--- config.mk ---
export PLATFORM = sky130hd
export DESIGN_NAME = shift_register_arbiter_flat
export DESIGN_NICKNAME = d
export VERILOG_FILES = /design/src/rtl/shift_register_arbiter_if.sv /design/src/rtl/shift_register_arbiter.sv /design/src/flat_wrapper.sv
export SDC_FILE = /design/constraint.sdc
export NUM_CORES = 1
export LEC_CHECK = 0
export ABC_AREA = 1
export CAP_MARGIN = 15
export CORE_MARGIN = 2
export CORE_UTILIZATION = 48
export DETAILED_ROUTE_END_ITERATION = 12
export PLACE_DENSITY_LB_ADDON = 0.25
export REMOVE_ABC_BUFFERS = 1
export SETUP_SLACK_MARGIN = 0.5
export SLEW_MARGIN = 20
export SYNTH_ARGS = -nofsm -noshare
export SYNTH_HDL_FRONTEND = slang
export SYNTH_SLANG_ARGS = --single-unit
export TNS_END_PERCENT = 20
--- constraint.sdc ---
create_clock -name clk -period 7.2 [get_ports clk]
set_clock_uncertainty 0.1 [all_clocks]
set_input_delay 1.44 -clock clk [delete_from_list [all_inputs] [get_ports clk]]
set_output_delay 1.44 -clock clk [all_outputs]
set_load 0.02 [all_outputs]
--- src/rtl/shift_register_arbiter_if.sv ---
// Bundle between the requesters, the shared delay line and the arbiter.
// The master side owns req/din and the delay-line output; the arbiter is the slave.
interface shift_register_arbiter_if #(
    parameter int WIDTH = 4,
    parameter int NREQ  = 4
);
    logic [NREQ-1:0]       req;
    logic [NREQ*WIDTH-1:0] din;
    logic [NREQ-1:0]       gnt;
    logic                  sr_ce;
    logic [WIDTH-1:0]      sr_din;
    logic [WIDTH-1:0]      sr_dout;
    logic [NREQ-1:0]       rsp_valid;
    logic [WIDTH-1:0]      rsp_data;
    logic                  busy;

    modport master (
        output req, din, sr_dout,
        input  gnt, sr_ce, sr_din, rsp_valid, rsp_data, busy
    );

    modport slave (
        input  req, din, sr_dout,
        output gnt, sr_ce, sr_din, rsp_valid, rsp_data, busy
    );
endinterface

--- src/rtl/shift_register_arbiter.sv ---
// Round-robin arbiter sharing one external delay line among NREQ requesters.
// A tag pipeline of the same depth as the delay line remembers the owner of
// each in-flight word so it can be handed back when it falls out the far end.
// Both the delay line and the tags advance only on sr_ce, so they stay aligned
// even while the shared register is frozen.
module shift_register_arbiter #(
    parameter int WIDTH = 4,
    parameter int SIZE  = 3,
    parameter int NREQ  = 4
) (
    input  logic                  clk,
    input  logic                  rst,
    shift_register_arbiter_if.slave bus
);
    localparam int PTR_W = (NREQ > 1) ? $clog2(NREQ) : 1;

    logic [PTR_W-1:0] ptr_q, ptr_d;
    logic [SIZE-1:0]  tag_valid_q, tag_valid_d;
    logic [PTR_W-1:0] tag_id_q [SIZE];
    logic [PTR_W-1:0] tag_id_d [SIZE];

    logic [NREQ-1:0]  gnt_c;
    logic [PTR_W-1:0] gnt_idx;
    logic             gnt_found;
    int               scan_idx;
    logic [WIDTH-1:0] sr_din_c;
    logic             busy_c;
    logic             ce_c;
    logic [NREQ-1:0]  rsp_valid_c;

    // Scan requesters starting at the priority pointer, wrapping modulo NREQ
    always_comb begin
        gnt_c     = '0;
        gnt_idx   = '0;
        gnt_found = 1'b0;
        scan_idx  = 0;
        for (int k = 0; k < NREQ; k++) begin
            scan_idx = int'(ptr_q) + k;
            if (scan_idx >= NREQ) begin
                scan_idx = scan_idx - NREQ;
            end
            if (!gnt_found && rst && bus.req[scan_idx]) begin
                gnt_found       = 1'b1;
                gnt_idx         = PTR_W'(scan_idx);
                gnt_c[scan_idx] = 1'b1;
            end
        end
    end

    // Mux the granted requester's word onto the delay line input
    always_comb begin
        sr_din_c = '0;
        if (gnt_found) begin
            sr_din_c = bus.din[int'(gnt_idx)*WIDTH +: WIDTH];
        end
    end

    // Enable the delay line whenever there is new work or words still in flight
    always_comb begin
        busy_c = rst && (|tag_valid_q);
        ce_c   = rst && ((|bus.req) || busy_c);
    end

    // Pointer advance and tag pipeline shift
    always_comb begin
        ptr_d       = ptr_q;
        tag_valid_d = tag_valid_q;
        tag_id_d    = tag_id_q;
        if (gnt_found) begin
            ptr_d = (int'(gnt_idx) == NREQ - 1) ? '0 : gnt_idx + 1'b1;
        end
        if (ce_c) begin
            tag_valid_d[0] = gnt_found;
            tag_id_d[0]    = gnt_idx;
            for (int k = 1; k < SIZE; k++) begin
                tag_valid_d[k] = tag_valid_q[k-1];
                tag_id_d[k]    = tag_id_q[k-1];
            end
        end
    end

    // Pointer and tag valids; reset discards every in-flight word
    always_ff @(posedge clk) begin
        if (!rst) begin
            ptr_q       <= '0;
            tag_valid_q <= '0;
        end else begin
            ptr_q       <= ptr_d;
            tag_valid_q <= tag_valid_d;
        end
    end

    // Tag ids need no reset; they are only looked at when their valid is set
    always_ff @(posedge clk) begin
        tag_id_q <= tag_id_d;
    end

    // Return the word at the far end to its owner
    always_comb begin
        rsp_valid_c = '0;
        if (rst && tag_valid_q[SIZE-1]) begin
            rsp_valid_c[tag_id_q[SIZE-1]] = 1'b1;
        end
    end

    assign bus.gnt       = gnt_c;
    assign bus.sr_din    = sr_din_c;
    assign bus.sr_ce     = ce_c;
    assign bus.busy      = busy_c;
    assign bus.rsp_valid = rsp_valid_c;
    assign bus.rsp_data  = bus.sr_dout;
endmodule
--- src/flat_wrapper.sv ---
// flat-port wrapper written by rule: the top's interface ports become plain ports
module shift_register_arbiter_flat 
#(
    parameter int WIDTH = 4,
    parameter int SIZE  = 3,
    parameter int NREQ  = 4
)
  (clk, rst, bus_req, bus_din, bus_sr_dout, bus_gnt, bus_sr_ce, bus_sr_din, bus_rsp_valid, bus_rsp_data, bus_busy);
  shift_register_arbiter_if #(.WIDTH(WIDTH), .NREQ(NREQ)) bus_i ();
  input  logic clk;
  input  logic rst;
  input wire logic [$bits(bus_i.req)-1:0] bus_req;
  input wire logic [$bits(bus_i.din)-1:0] bus_din;
  input wire logic [$bits(bus_i.sr_dout)-1:0] bus_sr_dout;
  output wire logic [$bits(bus_i.gnt)-1:0] bus_gnt;
  output wire logic [$bits(bus_i.sr_ce)-1:0] bus_sr_ce;
  output wire logic [$bits(bus_i.sr_din)-1:0] bus_sr_din;
  output wire logic [$bits(bus_i.rsp_valid)-1:0] bus_rsp_valid;
  output wire logic [$bits(bus_i.rsp_data)-1:0] bus_rsp_data;
  output wire logic [$bits(bus_i.busy)-1:0] bus_busy;
  assign bus_i.req = bus_req;
  assign bus_i.din = bus_din;
  assign bus_i.sr_dout = bus_sr_dout;
  assign bus_gnt = bus_i.gnt;
  assign bus_sr_ce = bus_i.sr_ce;
  assign bus_sr_din = bus_i.sr_din;
  assign bus_rsp_valid = bus_i.rsp_valid;
  assign bus_rsp_data = bus_i.rsp_data;
  assign bus_busy = bus_i.busy;
  shift_register_arbiter #(.WIDTH(WIDTH), .SIZE(SIZE), .NREQ(NREQ)) u_core (.clk(clk), .rst(rst), .bus(bus_i));
endmodule
-- Word level (Yosys, flattened, before mapping)
Index checks and enable logic that the tools add are counted.
- output and inout bits: 18
- input bits: 26
- logic and storage cells: 94
- bits in registers: 11
- $add $sub $neg: 8
- magnitude comparators: 14
- bitwise logic cells: 3
- shift operators: 1
- mux-type cells: 41
- equality and inequality tests: 1
- reduce and logical (&&, ||, !) cells: 21
- operators with widths (cell ; count):
    32-bit by 1-bit greater-or-equal comparator with 1-bit output (second input constant) ; 4
    32-bit by 4-bit < comparator with 1-bit output (second input constant) ; 4
    32-bit two-way mux ; 4
    32-bit by 4-bit greater-or-equal comparator with 1-bit output (second input constant) ; 3
    32-bit by 4-bit subtractor with 32-bit output (second input constant) ; 3
    4-bit two-way mux ; 6
    1-bit two-way mux ; 17
    16-bit by 5-bit indexed part select with 4-bit output ; 1
    1-bit logical AND ; 15
    4-bit OR ; 3
    1-bit demux with 2-bit select ; 5
    2-bit two-way mux ; 5
    1-bit binary-select mux with 2-bit select ; 4
    2-bit by 2-bit adder with 3-bit output (second input constant) ; 2
    4-bit OR reduction ; 1
    2-bit by 3-bit subtractor with 4-bit output (second input constant) ; 1
    2-bit by 1-bit adder with 3-bit output (second input constant) ; 1
    2-bit by 3-bit greater-or-equal comparator with 1-bit output (second input constant) ; 1
    1-bit logical NOT ; 3
    2-bit by 3-bit < comparator with 1-bit output (second input constant) ; 1
    3-bit OR reduction ; 1
    2-bit by 1-bit adder with 2-bit output (second input constant) ; 1
    2-bit by 1-bit equality test with 1-bit output (second input constant) ; 1
    2-bit by 1-bit greater-or-equal comparator with 1-bit output (second input constant) ; 1
    1-bit logical OR ; 1

-- Logic depth before layout (Yosys ltp)
Gate-level depths: netlist (run 1).
- depth in word-level cells: 21
- mapped depth: 14
- mapped depth without buffers: 14

-- Least setup slack after synthesis (run 1)
No wires, ideal clock.
- path type: in2out
- start: input rst
- end: output bus_sr_din[0]
- buffers on the path: 1
- required time: 5.660 ns
- arrival: 2.669 ns
- slack: 2.991 ns
- stages on the path: 9
- cell sequence: buf_2 inv_1 o21bai_1 inv_2 nand2_4 nand2_4 nand3_1 nand3_1 a21oi_1
- cells in the longest elaborated chain, start to end: 16
- elaborated cells between the ends (all ways): 20
- classes of those cells: 1 x shift; 9 x mux; 10 x reduce/logical
- ends and longest elaborated chain (element ; line ; RTL):
    start: declaration ; flat_wrapper.sv:11 ; input logic rst;
    1-bit logical AND ; shift_register_arbiter.sv:42 ; if (!gnt_found && rst && bus.req[scan_idx]) begin
    1-bit two-way mux ; shift_register_arbiter.sv:42 ;
    1-bit logical NOT ; shift_register_arbiter.sv:42 ;
    1-bit logical AND (2 in a row) ; shift_register_arbiter.sv:42 ;
    1-bit two-way mux ; shift_register_arbiter.sv:42 ;
    1-bit logical NOT ; shift_register_arbiter.sv:42 ;
    1-bit logical AND (2 in a row) ; shift_register_arbiter.sv:42 ;
    1-bit two-way mux ; shift_register_arbiter.sv:42 ;
    1-bit logical NOT ; shift_register_arbiter.sv:42 ;
    1-bit logical AND (2 in a row) ; shift_register_arbiter.sv:42 ;
    2-bit two-way mux ; shift_register_arbiter.sv:42 ;
    16-bit by 5-bit indexed part select with 4-bit output ; shift_register_arbiter.sv:54 ; sr_din_c = bus.din[int'(gnt_idx)*WIDTH +: WIDTH];
    4-bit two-way mux (*) ; shift_register_arbiter.sv:53 ; if (gnt_found) begin
    end: declaration ; flat_wrapper.sv:17 ; output wire logic [$bits(bus_i.sr_din)-1:0] bus_sr_din;
Mark *: on every way between the ends. The rest lies on a longest branch, timed or not.

-- Final worst setup path (run 1)
- start: input rst
- end: output bus_sr_din[1]
The elaborated chain is that of the path after synthesis.

==> impl_metrics.tcl, run 1 <==
set metrics [dict create \
    power_switching_uw 268.5 \
    worstMarginPinSlew_ns 0.4175 \
    flop_and_latch_count_out_of_synthesis 11 \
    insertion_delay_ns 0.26 \
    layout_worst_path_cycle_share_pct 74.66 \
    final.hold.worst_slack_ns 0.3242 \
    cellPowerDensity_nw_per_um2 335.2 \
    drt_first_iter_violations 18 \
    num_vias 1152 \
    power_frac_comb_pct 71.8 \
    floorplan.initialDensity_pct 51.94 \
    grt_max_degree 13 \
    critical_path_arrival_ns 3.84 \
    max_freq_mhz 186.0 \
    place.gp.congestion 0.9089 \
    num_io_pins 44 \
    grt_setup_unrepaired "no" \
    syn-instance-count 155 \
    chipWidth_um 53.40 \
    synth-edff-count 6 \
    status "finished, final reports clean" \
    relative_area_change_from_synthesis_to_final_layout_pct 32.16 \
    hold_buffer_count_at_cts 0 \
    timing.setup.critical_path_class "in -> out" \
    core-area_sq_um 2255 \
    antenna_left 0 \
    floorplan.rows 17 \
    clock_path_buffers 2 \
    grt_use_total_pct 20.99 \
    layout.cell_area.non_filler_sq_um 1548 \
    dominantRegCellSynth "sky130_fd_sc_hd__edfxtp_1" \
    netlist_area_sq_um 1171 \
    floorplan.die_area_sq_um 2851 \
    synth.yosys.seq_area_share_pct 23.93 \
    startpoint_type "input port" \
    timing.final.hold_violations 0 \
    post_route_cells_drive_above_1_share_pct 18.52 \
    tritoncts_clock_tree "built" \
    clock_tree.root_cell "sky130_fd_sc_hd__clkbuf_4" \
    yosys_warnings 0 \
    post-synth-top-area-fraction_pct 15.38 \
    holdCritPathClass "reg -> reg" \
    power.switching_fraction_pct 51.77 \
    ir_drop_uv 206.4 \
    antenna_cells 0 \
    drt_drc_violations_left 0 \
    detailedRoute.firstPassIterationCount 4 \
    finalSetupTns_ns 0 \
    finalNetCount 224 \
    cts.repair_timing.setup_buffer_count 0 \
    antenna_found_initial 0 \
    clk_transition_reported_paths_ns 0.07 \
    worstSetupEndpointType "primary output" \
    vias_in_the_first_global_route 1082 \
    worst_max_slew_margin_expressed_relative_to_the_limit_pct 72.08 \
    layout_commonest_cell "sky130_fd_sc_hd__clkdlybuf4s50_1" \
    io_buffers 35 \
    netlist_top_cells_area "sky130_fd_sc_hd__edfxtp_1 15%, sky130_fd_sc_hd__nand3_1 12%, sky130_fd_sc_hd__nand2_1 9.0%, sky130_fd_sc_hd__dfxtp_1 8.5%, sky130_fd_sc_hd__ha_1 8.5%" \
    detailed_place_hpwl_um 2201 \
    yosysTopAreaCell "sky130_fd_sc_hd__edfxtp_1" \
    timing.final.setup_violations 0 \
    cp_data_required_time_ns 5.66 \
    wire_length_of_the_first_global_routing_pass_um 4491 \
    timing_max_transition_violations_final 0 \
    power.clock.fraction_pct 7.7 \
    timing.final.crit_period_ns 5.376 \
    chipHeight_um 53.40 \
    cts.sinks 11 \
    synth_async_sr_flop_share_pct 0 \
    drv_cap 0 \
    cts-buffers-inserted 3 \
    detail_route.wirelength_um 2730 \
    nFillCells 206 \
    placement.cell_area_sq_um 1521 \
    layout_common_cells "35 x sky130_fd_sc_hd__clkdlybuf4s50_1, 28 x sky130_fd_sc_hd__nand2_1, 27 x sky130_fd_sc_hd__nand3_1" \
    vias_per_cell 5.309 \
    power.internal_uw 250.2 \
    overflow 0 \
    routedWlPerCell_um 12.58 \
    cts.htree.levels 1 \
    count_of_unique_library_cells_instantiated_by_yosys 29 \
    power.leakage_uw 0.0007085 \
    cts_resized 0 \
    syn_avg_cell_area_sq_um 7.556 \
    worstPathMaxFanout 9 \
    power_frac_seq_pct 20.5 \
]
## final cells by class
class	count	area [sq um]	area share (%)
multi-input cells	110	747.0	48.26
repair buffers	35	350.3	22.64
flip-flops and latches	11	280.3	18.11
inverters	29	108.9	7.033
well taps	28	35.03	2.264
clock buffers	4	26.28	1.698
## worst max-delay path, cell delays in order
cell                              delay [ns]
sky130_fd_sc_hd__clkdlybuf4s50_1        0.72
sky130_fd_sc_hd__inv_1                  0.17
sky130_fd_sc_hd__o21bai_1               0.23
sky130_fd_sc_hd__inv_2                  0.07
sky130_fd_sc_hd__nand2_4                0.13
sky130_fd_sc_hd__nand2_4                0.11
sky130_fd_sc_hd__nand3_1                0.11
sky130_fd_sc_hd__nand3_1                0.08
sky130_fd_sc_hd__a21oi_1                0.15
sky130_fd_sc_hd__clkdlybuf4s50_1        0.62
## cell usage after synthesis, types with 5 or more instances
cell type / number
sky130_fd_sc_hd__edfxtp_1: 6
sky130_fd_sc_hd__nand3_1: 27
sky130_fd_sc_hd__inv_1: 22
sky130_fd_sc_hd__nand2_2: 6
sky130_fd_sc_hd__nand2_1: 28
sky130_fd_sc_hd__inv_2: 6
sky130_fd_sc_hd__ha_1: 8
sky130_fd_sc_hd__nand3_2: 6
sky130_fd_sc_hd__dfxtp_1: 5
sky130_fd_sc_hd__nand2_4: 5
## metrics by stage
step                worst slack (ns)  cells  utilization, %  power, uW
detailed placement             1.872    213           67.48      476.4
global placement               1.933    213           67.48      466.2
global route                   1.672    217           68.65      561.5
CTS                            1.843    217           68.65      519.2
finish                         1.824    217           68.65      518.7
floorplan                      3.017    150               -      373.1
## worst paths after layout
path / startpoint / end / slack (ns) / depth (start not counted)
max: rst / bus_sr_din[1] / 1.82 / 10
max reg2reg: u_core.ptr_q[0] / u_core.ptr_q[1] / 4.63 / 14
min reg2reg: u_core.tag_valid_q[0] / u_core.tag_valid_q[1] / 0.32 / 2
min: u_core.tag_valid_q[0] / u_core.tag_valid_q[1] / 0.32 / 2
## logic make-up after synthesis
family | share of synthesized area, %
AOI/OAI and AO/OA | 10.36
DFF | 23.93
and+or+nand+nor | 44.87
buffers and inverters | 12.29
adders and majority gates | 8.547
## layer usage
layer	up-vias	part of all wire (%)	global-route usage, %
li1	583	-	-
met1	521	44	23.97
met2	48	51	40.95
met3	0	5.1	3.390
met4	0	0	2.564
met5	-	0	0
## flip-flops by register name, summed over array words and instances, names as in the netlist
register            cells
u_core.tag_valid_q      3
u_core.ptr_q            2
u_core.tag_id_q         6
## power by group through the flow
stage / sequential, uW / combinational [uW] / clock (uW)
floorplan: 102 / 271 / 0
global placement: 106 / 360 / 0
detailed placement: 107 / 369 / 0
CTS: 106 / 372 / 41.2
global route: 108 / 409 / 43.9
finish: 106 / 373 / 40.0
Note: power is estimated with default switching activity, not from simulation.
==> run 2: changes to the inputs <==
CORE_UTILIZATION = 40   (was 48)
clock period = 4.4 ns   (was 7.2 ns; I/O delays follow)
==> impl_metrics.tcl, run 2 (synthesized netlist as in run 1, its figures left out) <==
set metrics [dict create \
    status "finished, final reports clean" \
    detailedRoute.firstPassIterationCount 4 \
    critical_path_arrival_ns 3.09 \
    post_route_cells_drive_above_1_share_pct 20.31 \
    layout_commonest_cell "sky130_fd_sc_hd__clkdlybuf4s50_1" \
    power.leakage_uw 0.0007552 \
    finalSetupTns_ns 0 \
    insertion_delay_ns 0.26 \
    worst_max_slew_margin_expressed_relative_to_the_limit_pct 75.58 \
    max_freq_mhz 245.9 \
    grt_max_degree 13 \
    worstMarginPinSlew_ns 0.3629 \
    finalNetCount 227 \
    drt_first_iter_violations 35 \
    vias_per_cell 5.260 \
    grt_setup_unrepaired "yes" \
    power.switching_fraction_pct 51.44 \
    clk_transition_reported_paths_ns 0.06 \
    number_of_flip_flops_in_the_largest_register 6 \
    clock_path_buffers 2 \
    cts.sinks 11 \
    timing.final.crit_period_ns 4.066 \
    power_frac_seq_pct 20.2 \
    timing_max_transition_violations_final 0 \
    worstSetupEndpointType "primary output" \
    wire_length_of_the_first_global_routing_pass_um 4312 \
    layout_worst_path_cycle_share_pct 92.42 \
    timing.final.setup_violations 0 \
    worstPathMaxFanout 9 \
    grt_use_total_pct 16.00 \
    holdCritPathClass "reg -> reg" \
    cts.htree.levels 1 \
    place.gp.congestion 0.8594 \
    floorplan.rows 19 \
    tritoncts_clock_tree "built" \
    routedWlPerCell_um 12.16 \
    nFillCells 260 \
    drv_cap 0 \
    floorplan.initialDensity_pct 42.47 \
    overflow 0 \
    largest_registers "u_core.tag_id_q (6), u_core.tag_valid_q (3), u_core.ptr_q (2)" \
    timing.setup.critical_path_class "in -> out" \
    vias_in_the_first_global_route 1043 \
    drt_drc_violations_left 0 \
    power.internal_uw 409.7 \
    clock_tree.root_cell "sky130_fd_sc_hd__clkbuf_4" \
    largest-register "u_core.tag_id_q" \
    num_vias 1173 \
    ir_drop_uv 354.1 \
    cp_data_required_time_ns 3.42 \
    relative_area_change_from_synthesis_to_final_layout_pct 34.83 \
    detail_route.wirelength_um 2711 \
    power_frac_comb_pct 72.1 \
    floorplan.die_area_sq_um 3377 \
    timing.final.hold_violations 0 \
    io_buffers 35 \
    antenna_found_initial 0 \
    detailed_place_hpwl_um 2334 \
    chipWidth_um 58.11 \
    chipHeight_um 58.11 \
    antenna_left 0 \
    num_io_pins 44 \
    cts-buffers-inserted 3 \
    power_switching_uw 434.0 \
    finish.utilization_pct 57.26 \
    layout_common_cells "32 x sky130_fd_sc_hd__clkdlybuf4s50_1, 28 x sky130_fd_sc_hd__nand2_1, 27 x sky130_fd_sc_hd__nand3_1" \
    core-area_sq_um 2758 \
    antenna_cells 0 \
    cellPowerDensity_nw_per_um2 534.4 \
    power.clock.fraction_pct 7.6 \
    startpoint_type "input port" \
]
run 2: cell types whose count changed in the layout (fill, tap and decap cells not counted):
| cell | delta |
|---|---|
| sky130_fd_sc_hd__dfxtp_2 | +1 |
| sky130_fd_sc_hd__dfxtp_1 | -1 |
| sky130_fd_sc_hd__dlygate4sd2_1 | +1 |
| sky130_fd_sc_hd__dlymetal6s2s_1 | +2 |
| sky130_fd_sc_hd__buf_4 | +3 |
| sky130_fd_sc_hd__clkdlybuf4s50_1 | -3 |
run 2: timing repair:
| item | 4_1_cts | 5_1_grt |
|---|---|---|
| hold buffers | 0 | 0 |
| pin swaps | 0 | 0 |
| gates resized for setup | 2 | 2 |
| endpoints found under the hold margin | 0 | 0 |
| endpoints found under the setup margin | 8 | 8 |
| buffers inserted | 0 | 0 |
run 2: stage by stage:
stage          total power [uW]  hold slack, ns  cell area, sq um  worst slack [ns]  std cells
2_1_floorplan             610.5          0.3003              1136             1.180        150
3_3_place_gp              773.1          0.3023              1548            0.3366        219
3_5_place_dp              786.4          0.3089              1548            0.2836        219
4_1_cts                   852.3          0.3242              1574            0.2885        223
5_1_grt                   912.6          0.3243              1579            0.1522        223
6_report                  843.8          0.3263              1579            0.3337        223
run 2: layout make-up:
class                           count  area (sq um)  area share, %
Clock buffer                        4         26.28          1.664
Inverter                           29         108.9          6.894
Sequential cell                    11         281.5          17.83
Timing Repair Buffer               38         376.6          23.85
Tap cell                           31         38.79          2.456
Multi-Input combinational cell    110         747.0          47.31
run 2: routing by layer:
| layer | GRT usage [%] | share of wire (%) | up-vias |
|---|---|---|---|
| met2 | 29.38 | 54 | 29 |
| met5 | 0 | 0 | - |
| met4 | 4.651 | 0.48 | 0 |
| met1 | 19.35 | 42 | 550 |
| met3 | 2.009 | 3.8 | 2 |
| li1 | - | - | 592 |
run 2: worst paths after layout:
check                     startpoint                 end  slack, ns  depth (start not counted)
setup / recovery          bus_req[3]       bus_sr_din[2]       0.33                         12
hold / removal    u_core.tag_id_q[5]  u_core.tag_id_q[3]       0.33                          0
setup reg to reg     u_core.ptr_q[1]     u_core.ptr_q[1]       2.14                         14
hold reg to reg   u_core.tag_id_q[5]  u_core.tag_id_q[3]       0.33                          0
run 2: critical path, stage by stage:
cell and delay (ns):
sky130_fd_sc_hd__clkdlybuf4s50_1 0.51, sky130_fd_sc_hd__nand2_1 0.10, sky130_fd_sc_hd__nand3_2 0.10, sky130_fd_sc_hd__nand2_4 0.10
sky130_fd_sc_hd__o21bai_1 0.17, sky130_fd_sc_hd__inv_2 0.06, sky130_fd_sc_hd__nand2_4 0.12, sky130_fd_sc_hd__nand2_4 0.11
sky130_fd_sc_hd__nand3_1 0.10, sky130_fd_sc_hd__nand3_1 0.07, sky130_fd_sc_hd__a21oi_1 0.14, sky130_fd_sc_hd__clkdlybuf4s50_1 0.61
run 2: power groups by stage:
stage / Clock, uW / Combinational, uW / Sequential [uW]
after detailed placement: 0 / 615 / 172
after CTS: 68.4 / 613 / 171
after floorplan: 0 / 443 / 167
final: 64.5 / 608 / 171
after global routing: 72.1 / 666 / 174
after global placement: 0 / 603 / 170
==> run 3: changes to the inputs <==
--- a/config.mk
+++ b/config.mk
@@ -8,3 +8,2 @@
 export ABC_AREA = 1
-export CAP_MARGIN = 15
 export CORE_MARGIN = 2
--- a/constraint.sdc
+++ b/constraint.sdc
@@ -4,2 +4,2 @@
 set_output_delay 0.88 -clock clk [all_outputs]
-set_load 0.02 [all_outputs]
+set_load 0.1 [all_outputs]
==> impl_metrics.tcl, run 3 (synthesized netlist as in run 1, its figures left out) <==
set metrics [dict create \
    hold_buffer_count_at_cts 0 \
    power.switching_fraction_pct 58.51 \
    routedWlPerCell_um 12.76 \
    post_route_cells_drive_above_1_share_pct 29.63 \
    finalPower_uw 1179 \
    insertion_delay_ns 0.26 \
    relative_area_change_from_synthesis_to_final_layout_pct 41.35 \
    worstSetupEndpointType "primary output" \
    preCtsSetupSlack_ns 0.4884 \
    cts.sinks 11 \
    status "finished, final reports clean" \
    timing_max_transition_violations_final 0 \
    floorplan.initialDensity_pct 42.47 \
    vias_per_cell 5.309 \
    critical_path.cell_chain "clkdlybuf4s50_1, nor4_1, nor2_1, inv_1, nand3_1, buf_12" \
    core-area_sq_um 2758 \
    power_frac_seq_pct 15.0 \
    reg2reg_slack_ns 2.06 \
    floorplan.die_area_sq_um 3377 \
    wire_length_of_the_first_global_routing_pass_um 4678 \
    met2_usage_pct 28.57 \
    worst_path_max_delay_cell "sky130_fd_sc_hd__clkdlybuf4s50_1" \
    grt_max_degree 13 \
    worstMarginPinSlew_ns 0.4005 \
    cts-buffers-inserted 3 \
    largest-register "u_core.tag_id_q" \
    overflow 0 \
    worstPathMaxFanout 8 \
    floorplan.rows 19 \
    number_of_flip_flops_in_the_largest_register 6 \
    power.clock.fraction_pct 5.7 \
    cts.htree.levels 1 \
    detailed_place_hpwl_um 2323 \
    place.gp.congestion 0.8392 \
    io_buffers 35 \
    layout_commonest_cell "sky130_fd_sc_hd__nand2_1" \
    antenna_cells 0 \
    worst_max_slew_margin_expressed_relative_to_the_limit_pct 73.05 \
    antenna_found_initial 0 \
    timing.setup.critical_path_class "in -> out" \
    drt_drc_violations_left 0 \
    layout_common_cells "28 x sky130_fd_sc_hd__nand2_1, 27 x sky130_fd_sc_hd__nand3_1, 22 x sky130_fd_sc_hd__inv_1" \
    power_frac_comb_pct 79.4 \
    drt_first_iter_violations 35 \
    layout_worst_path_cycle_share_pct 86.07 \
    chipHeight_um 58.11 \
    cp_data_required_time_ns 3.42 \
    clock_path_buffers 2 \
    gr-usage-met3_pct 2.679 \
    timing.final.setup_violations 0 \
    detailedRoute.firstPassIterationCount 4 \
    power.internal_uw 489.1 \
    finalSetupTns_ns 0 \
    power.leakage_uw 0.0007747 \
    num_vias 1168 \
    power_switching_uw 689.8 \
    clk_transition_reported_paths_ns 0.06 \
    startpoint_type "input port" \
    num_io_pins 44 \
    chipWidth_um 58.11 \
    worst_slack_ns 0.6131 \
    finalNetCount 224 \
    critical_path_arrival_ns 2.81 \
    drv_cap 0 \
    vias_in_the_first_global_route 1072 \
    cellPowerDensity_nw_per_um2 712.2 \
    grt_setup_unrepaired "yes" \
    tritoncts_clock_tree "built" \
    max_freq_mhz 264.1 \
    holdCritPathClass "reg -> reg" \
    largest_registers "u_core.tag_id_q (6), u_core.tag_valid_q (3), u_core.ptr_q (2)" \
    gr-max-usage-layer "met2" \
    grt_use_total_pct 17.31 \
    critical-path-max-stage-delay_ns 0.46 \
    ir_drop_uv 509.5 \
    grtUsageMet1_pct 23.47 \
    antenna_left 0 \
    detail_route.wirelength_um 2807 \
    timing.final.hold_violations 0 \
    clock_tree.root_cell "sky130_fd_sc_hd__clkbuf_4" \
    timing.final.crit_period_ns 3.787 \
]
[run 3: cell types whose count changed in the layout (fill, tap and decap cells not counted), sizes merged]
cell	before	now
dlymetal6s2s	2	1
clkdlybuf4s50	32	19
buf	3	14
[run 3: cell type report]
class | count | area [sq um]
multi-input combinational | 110 | 769.5
tap | 31 | 38.79
inverter | 29 | 108.9
fill | 240 | 1102
clock buffer | 4 | 26.28
timing repair buffer | 35 | 429.2
sequential | 11 | 282.8
[run 3: metal layers]
metal / up-vias / wire length [um]
met1: 546 / 1280
met2: 29 / 1401
met5: - / 0
li1: 589 / -
met3: 4 / 103
met4: 0 / 21
[run 3: repair_timing]
| item | in CTS | in global routing |
|---|---|---|
| setup endpoints to repair | 4 | 4 |
| pin swaps | 0 | 1 |
| resized for setup | 2 | 8 |
| buffers inserted | 0 | 0 |
[run 3: stage by stage]
| stage | cell area [sq um] | hold slack [ns] | std cells | util, % |
|---|---|---|---|---|
| final | 1655 | 0.3246 | 220 | 60.03 |
| after global routing | 1655 | 0.3402 | 220 | 60.03 |
| after CTS | 1629 | 0.3296 | 220 | 59.07 |
| after detailed placement | 1603 | 0.3079 | 216 | 58.12 |
| after global placement | 1603 | 0.3016 | 216 | 58.12 |
| after floorplan | 1136 | 0.3003 | 150 | - |
[run 3: power by group through the flow]
stage	clock [uW]	combinational (uW)	sequential, uW
floorplan	0	663	167
global placement	0	902	175
global route	75.0	1000	181
detailed placement	0	916	177
finish	66.6	936	176
CTS	68.5	917	177
[run 3: path summary, 6_finish.rpt]
| check | startpoint | endpoint | depth (start not counted) |
|---|---|---|---|
| setup / recovery | bus_req[0] | bus_sr_ce | 6 |
| hold / removal | u_core.tag_id_q[5] | u_core.tag_id_q[3] | 0 |
| hold reg to reg | u_core.tag_id_q[5] | u_core.tag_id_q[3] | 0 |
| setup reg to reg | u_core.ptr_q[0] | u_core.ptr_q[1] | 14 |
[run 3: worst max-delay path, delay by kind of cell]
kind	cells	cell delay, ns
buf+inv	3	1.01
simple gates	3	0.90
